<file path="src/rtl/seq_divider.sv">
// rtl/seq_divider.sv - sequential unsigned restoring divider, one quotient bit per clock
// Optional build macro DIVZERO_DETECT_EN: zero-divisor short-circuit with div_by_zero flag.
module seq_divider #(
   parameter int WIDTH = 4
) (
   input  logic             clk,
   input  logic             reset,
   input  logic             start,
   input  logic [WIDTH-1:0] dividend,
   input  logic [WIDTH-1:0] divisor,
   output logic             busy,
   output logic             done,
   output logic [WIDTH-1:0] quotient,
   output logic [WIDTH-1:0] remainder,
   output logic             div_by_zero
);

   localparam int RW = WIDTH + 1;
   localparam int CW = $clog2(WIDTH + 1);

   typedef enum logic [1:0] {IDLE, RUN, DONE} state_t;

   state_t           state;
   logic [WIDTH-1:0] q_reg;
   logic [WIDTH-1:0] d_reg;
   logic [RW-1:0]    r_reg;
   logic [CW-1:0]    cnt;

   logic [RW:0]      r_wide;
   logic             ge;
   logic [RW-1:0]    r_next;
   logic [WIDTH-1:0] q_next;
   logic             last;

   // One restoring step: shift {R,Q} left, trial-subtract the divisor.
   always_comb begin
      r_wide = {r_reg, q_reg[WIDTH-1]};
      ge     = (r_wide >= {2'b00, d_reg});
      r_next = ge ? RW'(r_wide - {2'b00, d_reg}) : RW'(r_wide);
      q_next = {q_reg[WIDTH-2:0], ge};
      last   = (cnt == CW'(WIDTH - 1));
   end

`ifdef DIVZERO_DETECT_EN
   logic dbz_q;
   assign div_by_zero = dbz_q;
`else
   assign div_by_zero = 1'b0;
`endif

   always_ff @(posedge clk) begin
      if (reset) begin
         state     <= IDLE;
         busy      <= 1'b0;
         done      <= 1'b0;
         quotient  <= '0;
         remainder <= '0;
         q_reg     <= '0;
         d_reg     <= '0;
         r_reg     <= '0;
         cnt       <= '0;
`ifdef DIVZERO_DETECT_EN
         dbz_q     <= 1'b0;
`endif
      end else begin
         done <= 1'b0;
         case (state)
            IDLE, DONE: begin
               if (start) begin
                  q_reg <= dividend;
                  d_reg <= divisor;
                  r_reg <= '0;
                  cnt   <= '0;
`ifdef DIVZERO_DETECT_EN
                  dbz_q <= 1'b0;
                  if (divisor == '0) begin
                     state     <= DONE;
                     busy      <= 1'b0;
                     done      <= 1'b1;
                     quotient  <= '1;
                     remainder <= dividend;
                     dbz_q     <= 1'b1;
                  end else begin
                     state <= RUN;
                     busy  <= 1'b1;
                  end
`else
                  state <= RUN;
                  busy  <= 1'b1;
`endif
               end else begin
                  state <= IDLE;
                  busy  <= 1'b0;
               end
            end
            RUN: begin
               r_reg <= r_next;
               q_reg <= q_next;
               cnt   <= cnt + 1'b1;
               // Result registers load only here so they stay stable while iterating.
               if (last) begin
                  state     <= DONE;
                  busy      <= 1'b0;
                  done      <= 1'b1;
                  quotient  <= q_next;
                  remainder <= r_next[WIDTH-1:0];
               end
            end
            default: begin
               state <= IDLE;
               busy  <= 1'b0;
            end
         endcase
      end
   end

endmodule

</file>
<file path="config.mk">
export PLATFORM = sky130hd
export DESIGN_NAME = seq_divider
export DESIGN_NICKNAME = d
export VERILOG_FILES = /design/src/rtl/seq_divider.sv
export SDC_FILE = /design/constraint.sdc
export NUM_CORES = 1
export LEC_CHECK = 0
export ABC_AREA = 1
export CORE_MARGIN = 5
export CORE_UTILIZATION = 55
export CTS_CLUSTER_DIAMETER = 100
export DETAILED_ROUTE_END_ITERATION = 10
export PLACE_DENSITY = 0.93
export RECOVER_POWER = 100
export REMOVE_ABC_BUFFERS = 1
export SLEW_MARGIN = 20
export SYNTH_ARGS = -nofsm -noshare
export SYNTH_HDL_FRONTEND = slang
export SYNTH_SLANG_ARGS = --single-unit
</file>
<file path="constraint.sdc">
create_clock -name clk -period 2.89 [get_ports clk]
set_input_delay 0.578 -clock clk [delete_from_list [all_inputs] [get_ports clk]]
set_output_delay 0.578 -clock clk [all_outputs]
set_load 0.05 [all_outputs]
</file>
==> results of run 1 <==
cell families after synthesis:
logic type | count (synthesis) | share of synthesized area
AO/OA/AOI/OAI | 35 | 0.157
XOR/XNOR | 2 | 0.0127
adder cells (fa/ha/maj) | 7 | 0.0690
buffers and inverters | 33 | 0.113
flip-flops | 27 | 0.392
other | 1 | 0.00272
AND/OR/NAND/NOR | 69 | 0.253
through the flow:
step / power (uW) / cell area [um2] / hold slack (ns)
floorplan: 680 / 1350 / 0.430
global placement: 746 / 1590 / 0.449
detailed placement: 763 / 1590 / 0.466
CTS: 928 / 1620 / 0.485
global route: 983 / 1570 / 0.512
finish: 923 / 1570 / 0.483
area by class of cell:
| type | count | area, um2 |
|---|---|---|
| multi-input cells | 114 | 646 |
| clock inverters | 1 | 7.51 |
| repair buffers | 20 | 200 |
| flip-flops and latches | 27 | 541 |
| clock buffers | 3 | 22.5 |
| fillers | 201 | 865 |
| well taps | 30 | 37.5 |
| inverters | 28 | 114 |
placed cells by master, fill, tap and decap left out, types with 3 or more instances in the layout:
cell             Yosys  final
nand2_1             35     37
dfxtp_1             27     27
inv_1               24     26
o21ai_0              9     12
a21oi_1             12     12
dlygate4sd3_1        0     12
nor2_1              10     10
nand3_1              8      8
clkdlybuf4s50_1      0      8
ha_1                 6      6
nand4_1              4      4
a211oi_1             1      3
clkbuf_4             0      3
where the power goes:
group / leakage, uW / switching, uW / internal [uW]
Sequential: 0.000220 / 19.6 / 398
Clock: 0.0000139 / 115 / 53.0
Combinational: 0.000507 / 219 / 119
Total: 0.000741 / 353 / 570
final timing paths:
check	startpoint	endpoint	slack (ns)	cells after the start
min reg2reg	quotient[3]$_SDFFE_PP0P_	quotient[3]$_SDFFE_PP0P_	0.48	2
max	quotient[3]$_SDFFE_PP0P_	quotient[3]	0.70	1
min	quotient[3]$_SDFFE_PP0P_	quotient[3]$_SDFFE_PP0P_	0.48	2
max reg2reg	state[0]$_SDFFE_PP0P_	remainder[3]$_SDFFE_PP0P_	0.94	8
per-layer routing:
layer / up-vias / track usage / part of all wire
met3: 10 / 0.0346 / 0.056
met4: 0 / 0.101 / 0.026
met1: 535 / 0.199 / 0.40
met5: - / 0 / 0
li1: 593 / - / -
met2: 50 / 0.327 / 0.52
==> results.md, run 1 <==
* Status: complete, no violations
* Post-DR wirelength/cell at approximately 13 um
* Yosys top cell area share at 0.392
* Hold buffer count at CTS at 0
* Sequential element share of the synthesized area at 0.392
* Die width at 60.0 um
* CTS tree: built
* Area grow syn2layout at 13.8%
* Htree depth at 1
* Final non-filler cell total at 223
* Cell family with most CP delay: buffers and inverters
* Pre-Repair DR Iteration Count at 4
* Worst Path Max Fanout at 2
* Yosys warns at 0
* Crit. End Element: output pin
* Top_reg_cell synth: dfxtp_1
* Yosys top cell by area: dfxtp_1
* Starting Density at 0.566
* Post-route setup TNS at 0 ns
* Worst-Margin Slew at 0.555 ns
* Post-CTS sizing at 0
* Starting DRC count in detailed routing at 47
* Pre-CTS setup slack at 0.741 ns
* Standard-cell rows at 18
* Post-route ant nets at 0
* Avg Inst Size Synth at 7.92 um2
* Clk_lat worst skew at 0.33 ns
* Post-Syn Area at 1380 um2
* Layout cells sized above 1 at 0.0777
* Worst path required time at 2.31 ns
* P per Cell Area at 589 nW/um2
* Max_slew headroom at 0.629
* Crit-path max cell delay at 0.91 ns
* Total CTS buffers at 3
* Vias in the first global route at 1,220
* Post-synth ARST share at 0
* Total clock sinks at 27
* RSZ-0062 raised after global routing: no
* Top post-synthesis cells by count: nand2_1, dfxtp_1, inv_1, a21oi_1, nor2_1
* Root Driver: clkbuf_4
* Clock slew at reported path FFs at roughly 0.15 ns
* Core Footprint at 2430 um2
* Minimum clock period after layout at roughly 2.2 ns
* Initial antenna violation count at 0
* Port Buffers at 20
* Crit-path slowest cell: dlygate4sd3_1
* Leak Pwr at 0.000741 uW
* Fin Clk Skew at about 0.012 ns
* Final Max Slew Viols at 0
* Final WS setup at 0.701 ns
* Largest register FFs at 5
* Final wirelength at slightly below 3000 um
* Worst path bufs/invs at 1
* Post-CTS setup buffer count at 0
* Worst-path cell chain: dlygate4sd3_1
* DP HPWL at 2310 um
* Setup violations, final at 0
* Main area contributors after synthesis: dfxtp_1, nand2_1, inv_1
* Worst Setup Start Kind: flop
* Netlist cell types at 35
* Period utilisation layout at 0.757
* Placed cells at between 200 and 250
* Final net count at 212
* Die ar. at 3610 um2
* First-pass GRT wire length at about 5000 um
* Ports at 22
* Diodes inserted at 0
* Vias at 1,188
* Count leader, synth: nand2_1
* Hold Vio Cnt, Final at 0
* Total gr overflow at 0
* Max-cap viol count at 0
* Syn Inst Count at 174
* Clock Tree Buf Depth at 2
* Placer Congestion at 0.846
* DRC Markers at 0
* Crit path DAT at 1.61 ns
* Total GRT Usage at 0.183
* Final core occ at 0.645
* Yosys reg bits at 27
* Vias per cell at about 5.3
* Min-Delay Path Class: reg -> reg
* Die height at 60.0 um
* Crit Path Class: reg -> out
* Fmax at between 0.4 and 0.5 GHz
* Max VDD drop at between 400 and 500 uV
* Largest net degree at the start of global routing at 17
* Post-synth EDFFs at 0
Note: power is estimated with default switching activity, not from simulation.
==> run 2, diff against run 1 <==
--- a/config.mk
+++ b/config.mk
@@ -7,10 +7,10 @@
 export LEC_CHECK = 0
 export ABC_AREA = 1
 export CORE_MARGIN = 5
-export CORE_UTILIZATION = 55
+export CORE_UTILIZATION = 47
 export CTS_CLUSTER_DIAMETER = 100
 export DETAILED_ROUTE_END_ITERATION = 10
-export PLACE_DENSITY = 0.93
+export PLACE_DENSITY = 0.85
 export RECOVER_POWER = 100
 export REMOVE_ABC_BUFFERS = 1
 export SLEW_MARGIN = 20
==> constraint.sdc (replaced) <==
create_clock -name clk -period 1.85 [get_ports clk]
set_input_delay 0.37 -clock clk [delete_from_list [all_inputs] [get_ports clk]]
set_output_delay 0.37 -clock clk [all_outputs]
set_load 0.05 [all_outputs]
==> results.md, run 2 (synthesized netlist as in run 1, its figures left out) <==
* Status: complete, no violations (unchanged)
* Placed cells at 224 (was 219)
* Worst path required time at 2.12 ns (was 2.31 ns)
* CP Depth at 10 (was 1)
* P per Cell Area at 907 nW/um2 (was 589 nW/um2)
* Met1 WL at 1170 um (about the same)
* Switching power at 531 uW (was 353 uW)
* First-pass GRT wire length at 4670 um (was 5000 um)
* Crit-path slowest cell: fa_2 (was dlygate4sd3_1)
* R2R cell count at 10 (was 8)
* Final net count at 216 (was 212)
* Most used cell along the critical path: inv_2
* Leak Pwr at 0.000707 uW (was 0.000741 uW)
* RR Startpoint: q_reg[3]$_SDFFE_PP0P_ (was state[0]$_SDFFE_PP0P_)
* Largest register FFs at 5 (unchanged)
* Pre-Repair DR Iteration Count at 4 (unchanged)
* DP HPWL at 2040 um (was 2310 um)
* Post-CTS sizing at 0 (unchanged)
* Starting DRC count in detailed routing at 20 (was 47)
* Clock Tree Buf Depth at 2 (unchanged)
* Worst path bufs/invs at 3 (was 1)
* Post-route ant nets at 0 (unchanged)
* Most frequent cells in the layout: nand2_1, dfxtp_1, inv_1, clkbuf_1, a21oi_1 (was nand2_1, dfxtp_1, inv_1)
* Worst-path cell chain: inv_2 -> ha_1 -> inv_2 -> fa_2 -> inv_2 -> nor2_1 -> nor2_1 -> xor2_1 -> nand3_1 -> a21oi_2 (was dlygate4sd3_1)
* Largest net degree at the start of global routing at 15 (was 17)
* Total CTS buffers at 3 (unchanged)
* Total gr overflow at 0 (unchanged)
* Hold buffer count at CTS at 0 (unchanged)
* Power share of the combinational group at 0.367 (was 0.366)
* Area grow syn2layout at 14.5% (was 13.8%)
* Crit. End Element: flop (was output pin)
* Die height at 64.1 um (was 60.0 um)
* Hold Crit Start: d_reg[2]$_SDFFE_PP0P_ (was quotient[3]$_SDFFE_PP0P_)
* Post-route setup TNS at 0 ns (unchanged)
* Minimum clock period after layout at 1.70 ns
* # fillers at 259 (was 201)
* Wire length on met2 at 1350 um (was 1530 um)
* Worst Path Max Fanout at 3 (was 2)
* Min-Delay Path Class: reg -> reg (unchanged)
* Period utilisation layout at 0.919
* CTS tree: built (unchanged)
* Htree depth at 1 (unchanged)
* Standard-cell rows at 19 (was 18)
* Hold Vio Cnt, Final at 0 (unchanged)
* Root Driver: clkbuf_4 (unchanged)
* Vias per cell at 5.04 (was 5.33)
* Max_slew headroom at 0.599 (was 0.629)
* Die width at 64.1 um (was 60.0 um)
* Placer Congestion at 0.858 (was 0.846)
* Port Buffers at 20 (unchanged)
* Ports at 22 (unchanged)
* Die ar. at 4110 um2 (was 3610 um2)
* Wire length on met3 at 122 um (was 166 um)
* Final Max Slew Viols at 0 (unchanged)
* Total GRT Usage at 0.133 (was 0.183)
* Total clock sinks at 27 (unchanged)
* Most common cell after layout, fill and taps aside: nand2_1 (unchanged)
* Fin Clk Skew at 0.000693 ns (was 0.0119 ns)
* Setup violations, final at 0 (unchanged)
* Vias at 1,149 (was 1,188)
* Initial antenna violation count at 0 (unchanged)
* Layout cells sized above 1 at 0.147 (was 0.0777)
* Register area at 541 um2 (unchanged)
* Clock power frac at 0.178 (was 0.182)
* Top sig layer: met3 (was met4)
* DRC Markers at 0 (unchanged)
* Clk_lat worst skew at 0.32 ns (was 0.33 ns)
* Vias in the first global route at 1,102 (was 1,220)
* Post-CTS setup buffer count at 0 (unchanged)
* Crit-path max cell delay at 0.44 ns (was 0.91 ns)
* Post-DR wirelength/cell at 11.6 um (was 13.2 um)
* Hold path cells at 2 (unchanged)
* Max-cap viol count at 0 (unchanged)
* Worst-Margin Slew at 0.605 ns (was 0.555 ns)
* Seq pwr share at 0.455 (was 0.452)
* Pint at 899 uW (was 570 uW)
* Fmax at around 0.6 GHz
* Crit path DAT at 1.97 ns (was 1.61 ns)
* Sw Ratio at 0.371 (was 0.383)
* Multi-input gate area at 683 um2 (was 646 um2)
* Setup crit start: q_reg[3]$_SDFFE_PP0P_ (was quotient[3]$_SDFFE_PP0P_)
* Cell family with most CP delay: adder cells (was buffers and inverters)
* Final non-filler cell total at 228 (was 223)
* Crit Path Class: reg -> reg (was reg -> out)
* Starting Density at 0.495 (was 0.566)
* Max VDD drop at 780 uV (was 431 uV)
* Clock slew at reported path FFs at 0.14 ns (was 0.15 ns)
* Final wirelength at 2640 um (was 2950 um)
* Diodes inserted at 0 (unchanged)
* Worst Setup Start Kind: flop (unchanged)
* Core Footprint at 2780 um2 (was 2430 um2)
run 2: final cells by class:
| class | count | area share |
|---|---|---|
| Multi-Input combinational cell | 114 | 0.433 |
| Sequential cell | 27 | 0.343 |
| Timing Repair Buffer | 24 | 0.104 |
| Inverter | 28 | 0.0793 |
| Tap cell | 31 | 0.0246 |
| Clock buffer | 4 | 0.0167 |
run 2: power by group through the flow:
stage / Clock, uW / Sequential (uW) / Combinational (uW)
2_1_floorplan: 0 / 664 / 399
3_3_place_gp: 0 / 662 / 510
3_5_place_dp: 0 / 664 / 520
4_1_cts: 260 / 651 / 523
5_1_grt: 286 / 656 / 592
6_report: 254 / 652 / 525
run 2: path summary, 6_finish.rpt:
path                      endpoint  slack [ns]
max          r_reg[4]$_SDFFE_PP0P_        0.15
min          d_reg[2]$_SDFFE_PP0P_        0.47
max reg2reg  r_reg[4]$_SDFFE_PP0P_        0.15
min reg2reg  d_reg[2]$_SDFFE_PP0P_        0.47
run 2: metrics by stage:
stage	setup WS [ns]	hold WS, ns	cell area (um2)	total power, uW	util
5_1_grt	-0.00366	0.495	1580	1530	0.567
4_1_cts	0.0217	0.473	1620	1430	0.583
3_3_place_gp	0.140	0.444	1590	1170	0.573
3_5_place_dp	0.0738	0.453	1590	1180	0.573
6_report	0.150	0.471	1580	1430	0.567
2_1_floorplan	0.213	0.430	1350	1060	-
run 2: layer usage:
metal	track usage	vias up
met2	0.230	26
met4	0.0229	0
met3	0.0368	0
met1	0.168	518
li1	-	605
met5	0	-
run 2: tightest hold or removal path, stage by stage (launching register included):
cell and delay [ns]:
dfxtp_1 0.32, inv_1 0.07, a21oi_1 0.06
==> run 3, diff against run 2 <==
--- a/config.mk
+++ b/config.mk
@@ -6,7 +6,6 @@
 export NUM_CORES = 1
 export LEC_CHECK = 0
 export ABC_AREA = 1
-export CORE_MARGIN = 5
 export CORE_UTILIZATION = 47
 export CTS_CLUSTER_DIAMETER = 100
 export DETAILED_ROUTE_END_ITERATION = 10
==> results.md, run 3 (synthesized netlist as in run 1, its figures left out) <==
* Die width at 56.1 um (was 64.1 um)
* DRC Markers at 0 (unchanged)
* Fin Clk Skew at 0.0118 ns (was 0.000693 ns)
* Largest register FFs at 5 (unchanged)
* Worst r2r dst: r_reg[4]$_SDFFE_PP0P_ (unchanged)
* Crit path DAT at 2.04 ns (was 1.97 ns)
* Port Buffers at 20 (unchanged)
* Post-route setup TNS at 0 ns (unchanged)
* Minimum clock period after layout at 1.76 ns (was 1.70 ns)
* Worst setup path endpoint: r_reg[4]$_SDFFE_PP0P_ (unchanged)
* Final Max Slew Viols at 0 (unchanged)
* CTS tree: built (unchanged)
* Leak Pwr at 0.000747 uW (was 0.000707 uW)
* Cell family with most CP delay: adder cells (unchanged)
* Layout cells sized above 1 at 0.146 (was 0.147)
* Clock slew at reported path FFs at 0.14 ns (about the same)
* Fmax at 0.567 GHz (was 0.588 GHz)
* Worst Path Max Fanout at 3 (unchanged)
* P per Cell Area at 894 nW/um2 (was 907 nW/um2)
* Vias in the first global route at 1,033 (was 1,102)
* Worst path required time at 2.12 ns (about the same)
* Hold path cells at 1 (was 2)
* RR Startpoint: q_reg[3]$_SDFFE_PP0P_ (unchanged)
* Post-DR wirelength/cell at 11.1 um (was 11.6 um)
* Pre-Repair DR Iteration Count at 4 (unchanged)
* Max_slew headroom at 0.608 (was 0.599)
* Total clock sinks at 27 (unchanged)
* Die height at 56.1 um (was 64.1 um)
* Placer Congestion at 0.839 (was 0.858)
* Worst-path cell chain: inv_2 -> ha_2 -> inv_2 -> fa_2 -> inv_1 -> nor2_1 -> nor2_1 -> xor2_1 -> nand3_1 -> a21oi_2 (was inv_2 -> ha_1 -> inv_2 -> fa_2 -> inv_2 -> nor2_1 -> nor2_1 -> xor2_1 -> nand3_1 -> a21oi_2)
* Area grow syn2layout at 16.2% (was 14.5%)
* Vias at 1,128 (was 1,149)
* Vias per cell at 4.90 (was 5.04)
* Worst path bufs/invs at 3 (unchanged)
* Root Driver: clkbuf_4 (unchanged)
* Min-Delay Path Class: reg -> reg (unchanged)
* Starting Density at 0.500 (was 0.495)
* Total GRT Usage at 0.168 (was 0.133)
* First-pass GRT wire length at 4200 um (was 4670 um)
* Initial antenna violation count at 0 (unchanged)
* Diodes inserted at 0 (unchanged)
* Clock Tree Buf Depth at 2 (unchanged)
* R2R cell count at 10 (unchanged)
* Worst-Margin Slew at 0.590 ns (was 0.605 ns)
* Starting DRC count in detailed routing at 14 (was 20)
* Final net count at 218 (was 216)
* CP Depth at 10 (unchanged)
* Period utilisation layout at 0.954 (was 0.919)
* Worst Setup Start Kind: flop (unchanged)
* Crit Path Class: reg -> reg (unchanged)
* Post-route ant nets at 0 (unchanged)
* Hold buffer count at CTS at 0 (unchanged)
* Max VDD drop at 645 uV (was 780 uV)
* Total CTS buffers at 3 (unchanged)
* Final wirelength at 2550 um (was 2640 um)
* Largest net degree at the start of global routing at 17 (was 15)
* Final core occ at 0.580 (was 0.567)
* Crit. End Element: flop (unchanged)
* Total gr overflow at 0 (unchanged)
* Crit-path max cell delay at 0.43 ns (was 0.44 ns)
* Finished Cell Area at 1600 um2 (was 1580 um2)
* Setup violations, final at 0 (unchanged)
* DP HPWL at 1930 um (was 2040 um)
* Clk_lat worst skew at 0.33 ns (was 0.32 ns)
* Status: complete, no violations (unchanged)
* Hold Vio Cnt, Final at 0 (unchanged)
* Setup crit start: q_reg[3]$_SDFFE_PP0P_ (unchanged)
* Core Footprint at 2760 um2 (was 2780 um2)
* Max-cap viol count at 0 (unchanged)
* # fillers at 263 (was 259)
* Ports at 22 (unchanged)
* Flop-to-flop setup slack at 0.09 ns (was 0.15 ns)
* Total power draw at 1430 uW (about the same)
* Dpl cell area at 1610 um2 (was 1590 um2)
* Most common cell after layout, fill and taps aside: nand2_1 (unchanged)
* Htree depth at 1 (unchanged)
* Crit-path slowest cell: fa_2 (unchanged)
* Most frequent cells in the layout: nand2_1, dfxtp_1, inv_1, a21oi_1 (was nand2_1, dfxtp_1, inv_1, clkbuf_1, a21oi_1)
* Standard-cell rows at 19 (unchanged)
* Die ar. at 3150 um2 (was 4110 um2)
## run 3: cell count changes in the layout (fill, tap and decap cells not counted), moves of 2 or more
| cell | previous run | this run |
|---|---|---|
| buf_4 | 3 | 5 |
| clkbuf_1 | 12 | 6 |
| dlygate4sd2_1 | 0 | 5 |
| inv_1 | 21 | 23 |
| inv_2 | 5 | 3 |
| nand2_1 | 35 | 37 |
## run 3: where the power goes
| group | internal [uW] | leakage [uW] | switching (uW) |
|---|---|---|---|
| Sequential | 621 | 0.000220 | 28.8 |
| Combinational | 199 | 0.000513 | 321 |
| Clock | 82.8 | 0.0000139 | 179 |
| Total | 903 | 0.000747 | 529 |
## run 3: timing repair
action | 4_1_cts | 5_1_grt
pin swaps | 0 | 4
buffers inserted | 0 | 2
gates resized for setup | 5 | 7
endpoints found under the setup margin | 5 | 6
gates cloned | 0 | 0
## run 3: layout make-up
type	instances	area (um2)	share of cell area
sequential	27	541	0.338
clock inverter	1	7.51	0.00469
inverter	28	125	0.0782
multi-input combinational	114	662	0.414
timing repair buffer	26	204	0.127
tap	31	38.8	0.0242
clock buffer	3	22.5	0.0141
## run 3: how the worst min path moves through the flow
stage / slack [ns] / endpoint / start
6_report: 0.47 / cnt[0]$_SDFFE_PP0P_ / cnt[0]$_SDFFE_PP0P_
5_1_grt: 0.50 / quotient[1]$_SDFFE_PP0P_ / quotient[1]$_SDFFE_PP0P_
4_1_cts: 0.47 / cnt[0]$_SDFFE_PP0P_ / cnt[0]$_SDFFE_PP0P_
3_5_place_dp: 0.45 / cnt[0]$_SDFFE_PP0P_ / cnt[0]$_SDFFE_PP0P_
3_3_place_gp: 0.45 / cnt[0]$_SDFFE_PP0P_ / cnt[0]$_SDFFE_PP0P_
2_1_floorplan: 0.43 / cnt[0]$_SDFFE_PP0P_ / cnt[0]$_SDFFE_PP0P_
## run 3: per-layer routing
metal / wire (um) / GRT usage / share of wire
met4: 40 / 0.0627 / 0.016
met1: 1180 / 0.204 / 0.46
met2: 1260 / 0.303 / 0.49
met3: 72 / 0.0209 / 0.028
met5: 0 / 0 / 0
## run 3: metrics by stage
step	hold slack (ns)	worst slack, ns	cells
after global placement	0.447	0.145	224
after detailed placement	0.449	0.0764	224
after floorplan	0.430	0.213	169
after global routing	0.501	-0.0427	230
after CTS	0.467	0.0103	228
final	0.470	0.0852	230
